$ cat src/rtl/id_scoreboard_pkg.sv
// ============================================================================
// Module   : id_scoreboard_pkg
// Purpose  : Shared types and latency helpers for the ID-stage scoreboard.
//            Macro SCOREBOARD_FORWARDING_EN selects forwarding-aware RAW latencies.
// Revision : 1.0
// ============================================================================
`default_nettype none

package id_scoreboard_pkg;

    typedef enum logic [1:0] {
        OP_NONE = 2'd0,
        OP_ALU  = 2'd1,
        OP_LOAD = 2'd2,
        OP_MUL  = 2'd3
    } op_class_t;

    // Cycles a dependent instruction must wait after its producer issues.
    function automatic int raw_lat(input op_class_t cls, input int wb_lat, input int mul_lat);
        int v;
        v = 0;
`ifdef SCOREBOARD_FORWARDING_EN
        case (cls)
            OP_ALU:  v = 0;
            OP_LOAD: v = 1;
            OP_MUL:  v = mul_lat;
            default: v = 0;
        endcase
        if (wb_lat < 0) v = 0;
`else
        case (cls)
            OP_ALU,
            OP_LOAD: v = wb_lat;
            OP_MUL:  v = wb_lat + mul_lat - 1;
            default: v = 0;
        endcase
`endif
        return v;
    endfunction

    // Issue-to-writeback distance; zero means the class never writes back.
    function automatic int wb_off(input op_class_t cls, input int wb_lat, input int mul_lat);
        int o;
        case (cls)
            OP_ALU,
            OP_LOAD: o = wb_lat;
            OP_MUL:  o = wb_lat + mul_lat - 1;
            default: o = 0;
        endcase
        return o;
    endfunction

endpackage : id_scoreboard_pkg

`default_nettype wire

$ cat src/rtl/id_scoreboard_wb_port_reserve.sv
// ============================================================================
// Module   : id_scoreboard_wb_port_reserve
// Purpose  : Write-back port reservation shift register with conflict query.
// Revision : 1.0
// ============================================================================
`default_nettype none

module id_scoreboard_wb_port_reserve
    import id_scoreboard_pkg::*;
#(
    parameter int WB_LAT  = 3,
    parameter int MUL_LAT = 4
) (
    input  logic      clk,
    input  logic      rst,
    input  op_class_t cls,
    input  logic      fire,
    output logic      conflict
);

    localparam int C_RESV_W = WB_LAT + MUL_LAT;

    logic [C_RESV_W-1:0] r_resv;
    logic [C_RESV_W-1:0] w_mask;
    int                  w_off;

    assign w_off = wb_off(cls, WB_LAT, MUL_LAT);

    always_comb begin
        w_mask = '0;
        if (w_off > 0) begin
            w_mask = C_RESV_W'(1) << (w_off - 1);
        end
    end

    assign conflict = |(r_resv & w_mask);

    // Bit i names the write-back slot i+1 cycles ahead, so a fresh claim is
    // merged before the shift that ages the whole vector by one cycle.
    always_ff @(posedge clk) begin
        if (!rst) begin
            r_resv <= '0;
        end else begin
            r_resv <= (r_resv | (fire ? w_mask : '0)) >> 1;
        end
    end

endmodule : id_scoreboard_wb_port_reserve

`default_nettype wire

$ cat src/rtl/id_scoreboard.sv
// ============================================================================
// Module   : id_scoreboard
// Purpose  : Per-register countdown scoreboard producing the ID-stage stall,
//            with MUL tracking, WB port reservation and WAW ordering.
//            Optional macro: SCOREBOARD_FORWARDING_EN (forwarding-aware release).
// Revision : 1.0
// ============================================================================
`default_nettype none

module id_scoreboard
    import id_scoreboard_pkg::*;
#(
    parameter int NUM_REGS = 32,
    parameter int IDX_W    = $clog2(NUM_REGS),
    parameter int WB_LAT   = 3,
    parameter int MUL_LAT  = 4,
    parameter int CNT_W    = $clog2(WB_LAT + MUL_LAT)
) (
    input  logic                clk,
    input  logic                rst,
    input  logic                issue_valid,
    input  logic [IDX_W-1:0]    issue_ra_idx,
    input  logic [IDX_W-1:0]    issue_rb_idx,
    input  logic                issue_ra_used,
    input  logic                issue_rb_used,
    input  logic [IDX_W-1:0]    issue_dest_idx,
    input  logic [1:0]          issue_class,
    output logic                stall,
    output logic                issue_fire,
    output logic [NUM_REGS-1:0] busy_vec
);

    localparam logic [CNT_W-1:0] C_MUL_BUSY = CNT_W'(MUL_LAT - 1);
    localparam logic [CNT_W-1:0] C_MUL_REM  = CNT_W'(WB_LAT + MUL_LAT - 2);
    localparam logic [CNT_W-1:0] C_WB_LAT   = CNT_W'(WB_LAT);

    op_class_t          w_cls;
    logic               w_writer;
    logic               w_is_mul;
    logic [CNT_W-1:0]   w_load_val;
    logic               w_raw_a;
    logic               w_raw_b;
    logic               w_wb_conf;
    logic               w_struct;
    logic               w_waw;

    logic [CNT_W-1:0]   r_mul_busy;
    logic [IDX_W-1:0]   r_mul_dest;
    logic [CNT_W-1:0]   r_mul_wb_rem;

    assign w_cls      = op_class_t'(issue_class);
    assign w_writer   = (w_cls != OP_NONE);
    assign w_is_mul   = (w_cls == OP_MUL);
    assign w_load_val = CNT_W'(raw_lat(w_cls, WB_LAT, MUL_LAT));

    // Hazard terms look only at registered state, so an instruction that
    // overwrites its own source is judged against the previous producer.
    assign w_raw_a = issue_ra_used && (issue_ra_idx != '0) && busy_vec[issue_ra_idx];
    assign w_raw_b = issue_rb_used && (issue_rb_idx != '0) && busy_vec[issue_rb_idx];

    assign w_struct = w_is_mul && (r_mul_busy != '0);

    assign w_waw = w_writer && !w_is_mul
                && (issue_dest_idx != '0)
                && (issue_dest_idx == r_mul_dest)
                && (r_mul_wb_rem >= C_WB_LAT);

    assign stall      = issue_valid && (w_raw_a || w_raw_b || w_wb_conf || w_struct || w_waw);
    assign issue_fire = issue_valid && !stall;

    id_scoreboard_wb_port_reserve #(
        .WB_LAT  (WB_LAT),
        .MUL_LAT (MUL_LAT)
    ) u_wb_port_reserve (
        .clk      (clk),
        .rst      (rst),
        .cls      (w_cls),
        .fire     (issue_fire),
        .conflict (w_wb_conf)
    );

    for (genvar r = 0; r < NUM_REGS; r++) begin : g_cnt
        if (r == 0) begin : g_zero
            assign busy_vec[r] = 1'b0;
        end else begin : g_reg
            logic [CNT_W-1:0] r_cnt;
            logic             w_load;

            assign w_load = issue_fire && w_writer && (issue_dest_idx == IDX_W'(r));

            // A same-cycle issue load takes priority over the countdown.
            always_ff @(posedge clk) begin
                if (!rst) begin
                    r_cnt <= '0;
                end else if (w_load) begin
                    r_cnt <= w_load_val;
                end else if (r_cnt != '0) begin
                    r_cnt <= r_cnt - 1'b1;
                end
            end

            assign busy_vec[r] = (r_cnt != '0);
        end
    end

    always_ff @(posedge clk) begin
        if (!rst) begin
            r_mul_busy   <= '0;
            r_mul_dest   <= '0;
            r_mul_wb_rem <= '0;
        end else if (issue_fire && w_is_mul) begin
            r_mul_busy   <= C_MUL_BUSY;
            r_mul_dest   <= issue_dest_idx;
            r_mul_wb_rem <= C_MUL_REM;
        end else begin
            if (r_mul_busy != '0) begin
                r_mul_busy <= r_mul_busy - 1'b1;
            end
            if (r_mul_wb_rem != '0) begin
                r_mul_wb_rem <= r_mul_wb_rem - 1'b1;
            end
        end
    end

endmodule : id_scoreboard

`default_nettype wire
$ cat config.mk
export PLATFORM = sky130hd
export DESIGN_NAME = id_scoreboard
export DESIGN_NICKNAME = d
export VERILOG_FILES = /design/src/rtl/id_scoreboard_pkg.sv /design/src/rtl/id_scoreboard_wb_port_reserve.sv /design/src/rtl/id_scoreboard.sv
export SDC_FILE = /design/constraint.sdc
export NUM_CORES = 1
export LEC_CHECK = 0
export ABC_AREA = 1
export CORE_ASPECT_RATIO = 0.8
export CORE_MARGIN = 2
export CORE_UTILIZATION = 60
export DETAILED_ROUTE_END_ITERATION = 10
export PLACE_DENSITY = 0.78
export SLEW_MARGIN = 5
export SYNTH_ARGS = -nofsm -noshare
export SYNTH_HDL_FRONTEND = slang
export SYNTH_SLANG_ARGS = --single-unit
$ cat constraint.sdc
create_clock -name clk -period 2.6 [get_ports clk]
set_input_delay 0.26 -clock clk [delete_from_list [all_inputs] [get_ports clk]]
set_output_delay 0.26 -clock clk [all_outputs]
set_load 0.02 [all_outputs]
==> reports/metrics.yaml, run 1 <==
power:
  clock_power_share_pct: 12.0
  internal-power_mw: 6.10
  power_leakage_nw: 4.43
  power_density_mw_per_mm2: 1190
  ir_drop_mv: 0.647
  power_mw: 11.1
  switchingPower_mw: 4.98
  pwr-share-seq_pct: 24.3
  sw_frac_of_total_pct: 45.0
  combPwrFrac_pct: 63.8
synth:
  synthArstFlopShare_pct: 0
  synth_cells: 1116
  synth_fp_nets: 1209
  synth_cell_type_count: 39
  synth_edf_count: 0
  avgSynthCellArea_um2: 7.12
  seq_area_frac_synth_pct: 27.7
  yosysWarnings: 0
  synthFlopType: "dfxtp_1"
  synth_seq_cells: 110
  mappedNetlistArea_mm2: 0.00795
die:
  chipWidth_um: 133
  pin_count: 56
  row_count: 37
  start_util_pct: 61.5
  die_h_um: 107
  dieArea_mm2: 0.0142
  core_area_mm2: 0.0129
cells_and_area:
  final_common_cell: "nand2_1"
  drive_above_1_share_pct: 13.1
  fin_cells: 1399
  synthToLayoutAreaGrowth_pct: 17.4
  ff_latch_area_mm2: 0.00220
  final_cell_mix: "270 x nand2_1, 176 x nor2_1, 129 x inv_1"
  design_area_mm2: 0.00933
  nNetsFinal: 1312
  multi_input_comb_area_mm2: 0.00492
  diodes: 0
  fill_cells: 1074
hold_path:
  holdPathStages: 3
  hp-class: "input pin to flop"
timing:
  finalCritPeriodShare_pct: 93.2
  slew_headroom_pct: 64.0
  layout_setup_ws_ns: 0.176
  period_minus_slack_ns: 2.42
  final_hold_viol_count: 0
  timing.fmax_mhz: 412
  tns_ns: 0
  setup_violations: 0
  fin_skew_ns: 0.0102
  drv_slew: 0
  worst_pin_slew_ns: 0.540
placement:
  place_ws_ns: -0.264
  dp.cells: 1378
  placed_area_mm2: 0.00900
  io_buffers: 54
  place_congestion: 0.945
  dp.final_hpwl_um: 14000
drt:
  wl_per_cell_um: 13.6
  num_vias: 7145
  drc_errors: 0
  wirelength_um: 19100
  routed_via_density: 5.11
  drtAntennaViolNets: 0
  initialDrtViolationCount: 538
  first_pass_iters: 8
setup_path:
  cpPeakStageDelay_ns: 0.30
  cp.required_ns: 2.34
  cp.arrival_ns: 2.16
  crit_chain: "inv_1 -> ha_1 -> inv_1 -> nor2_1 -> nand2_1 -> nand2_1 -> nor2_1 -> nand2_1 -> nand3_1 -> nand2_1 -> nand2_2 -> nand3_4 -> nand3_2 -> nor2_4 -> clkbuf_2"
  cpMostUsedCell: "nand2_1"
  criticalPathCategory: "flop to output port"
  cp_max_fo: 3
  cp-end-kind: "output port"
  worstRegToRegCells: 20
  start_kind: "flop"
  cp_slowest_cell: "dfxtp_1"
status:
  status: "complete, no violations"
grt:
  grt_pass1_wl_um: 31600
  grt_remaining_overflow: 0
  grtUsageTotal_pct: 27.4
  grt_start_max_net_pins: 42
  grt_pass1_vias: 6612
  antenna_found_initial: 0
cts:
  clock_latency_ns: 0.35
  cts_max_path_buffers: 2
  cts_made_buffers: 9
  htreeDepth: 3
  cts.hold.buffers_added: 0
  clock_sinks: 110
  cts.clk_slew.worst_paths_ns: 0.08
  cts_root_buf: "clkbuf_16"
  cts_tree: "done"
job:
  maxCapViolCount: 0
final timing paths:
path	start	endpoint	slack (ns)
hold / removal	issue_valid	u_wb_port_reserve.r_resv[5]	0.41
hold reg to reg	u_wb_port_reserve.r_resv[4]	u_wb_port_reserve.r_resv[3]	0.42
setup reg to reg	g_cnt[1].g_reg.r_cnt[0]	g_cnt[31].g_reg.r_cnt[2]	0.27
setup / recovery	g_cnt[9].g_reg.r_cnt[0]	issue_fire	0.18
cell families (layout without fill, tap and decap cells):
kind of cell	after synthesis	in the layout	synth area share [%]
other	1	1	0.0472
buffers and inverters	179	287	10.5
and+or+nand+nor	567	567	36.1
AOI/OAI and AO/OA	153	153	10.6
adders and majority gates	71	71	11.2
DFF	110	110	27.7
xor gates and xnor gates	35	35	3.86
per-stage QoR:
stage	utilization [%]	hold slack, ns
after floorplan	-	0.386
after global placement	69.7	0.396
after detailed placement	69.7	0.404
after CTS	71.9	0.396
after global routing	72.2	0.409
final	72.2	0.406
worst max-delay path, delay by kind of cell, from the launching register on:
| kind | cells | cell delay, ns |
|---|---|---|
| simple gates | 11 | 0.96 |
| buf+inv | 3 | 0.34 |
| flops | 1 | 0.30 |
| fa+ha+maj | 1 | 0.21 |
cells in the mapped netlist (2+ instances only):
master	instances	share of area [%]
clkbuf_1	11	0.52
buf_2	3	0.19
o2111ai_1	2	0.22
nand2_2	6	0.47
dfxtp_1	110	28
buf_4	14	1.3
clkbuf_2	2	0.13
nand3_1	52	3.3
nor2_8	2	0.50
nor3_1	13	0.82
nand3_2	2	0.25
xnor2_1	2	0.22
o21ai_1	8	0.50
nand4_4	30	8.0
nand2_1	271	13
nor2_2	5	0.39
o21ai_0	68	4.3
buf_6	6	0.85
nand4_1	3	0.24
xor2_1	33	3.6
nor2_4	2	0.28
buf_12	3	0.76
inv_2	3	0.14
ha_1	71	11
a21oi_1	46	2.9
buf_1	4	0.19
nand2_4	2	0.28
nor2_1	176	8.3
a21boi_0	27	2.6
inv_1	130	6.1
cell type report:
class                           count  area share [%]
Clock buffer                       10            2.46
Clock inverter                      6           0.510
Inverter                          136            5.58
Multi-Input combinational cell    827            52.8
Sequential cell                   110            23.6
Tap cell                          175            2.35
Timing Repair Buffer              135            12.7
metal layers:
metal / global-route usage (%) / vias to the layer above / share of wire, %
met1: 37.1 / 3217 / 47
met3: 4.40 / 12 / 6.2
met5: 0 / - / 0
met4: 4.61 / 0 / 0.80
li1: - / 3736 / -
met2: 46.9 / 180 / 46
sequential cells by signal (all words and copies together) (netlist names):
register	cells
g_cnt.g_reg.r_cnt	93
u_wb_port_reserve.r_resv	6
r_mul_dest	5
r_mul_busy	3
r_mul_wb_rem	3
power groups by stage:
stage	sequential (mW)	combinational (mW)	clock, mW
after CTS	2.68	7.04	1.35
after floorplan	2.65	4.65	0
after global routing	2.78	8.00	1.40
after global placement	2.69	6.75	0
final	2.69	7.06	1.33
after detailed placement	2.72	6.95	0
repair_timing:
action,CTS,global route
endpoints found under the setup margin,2,33
endpoints found under the hold margin,0,0
pin swaps,0,2
buffers inserted,0,5
gates cloned,0,0
gates resized for setup,6,5
No activity file was read; power rests on OpenSTA's default activity.
==> run 2: changes to the inputs <==
- CAP_MARGIN: not set -> 10
==> results of run 2 <==
No change in the layout: final DEF, timing and power equal those of run 1.
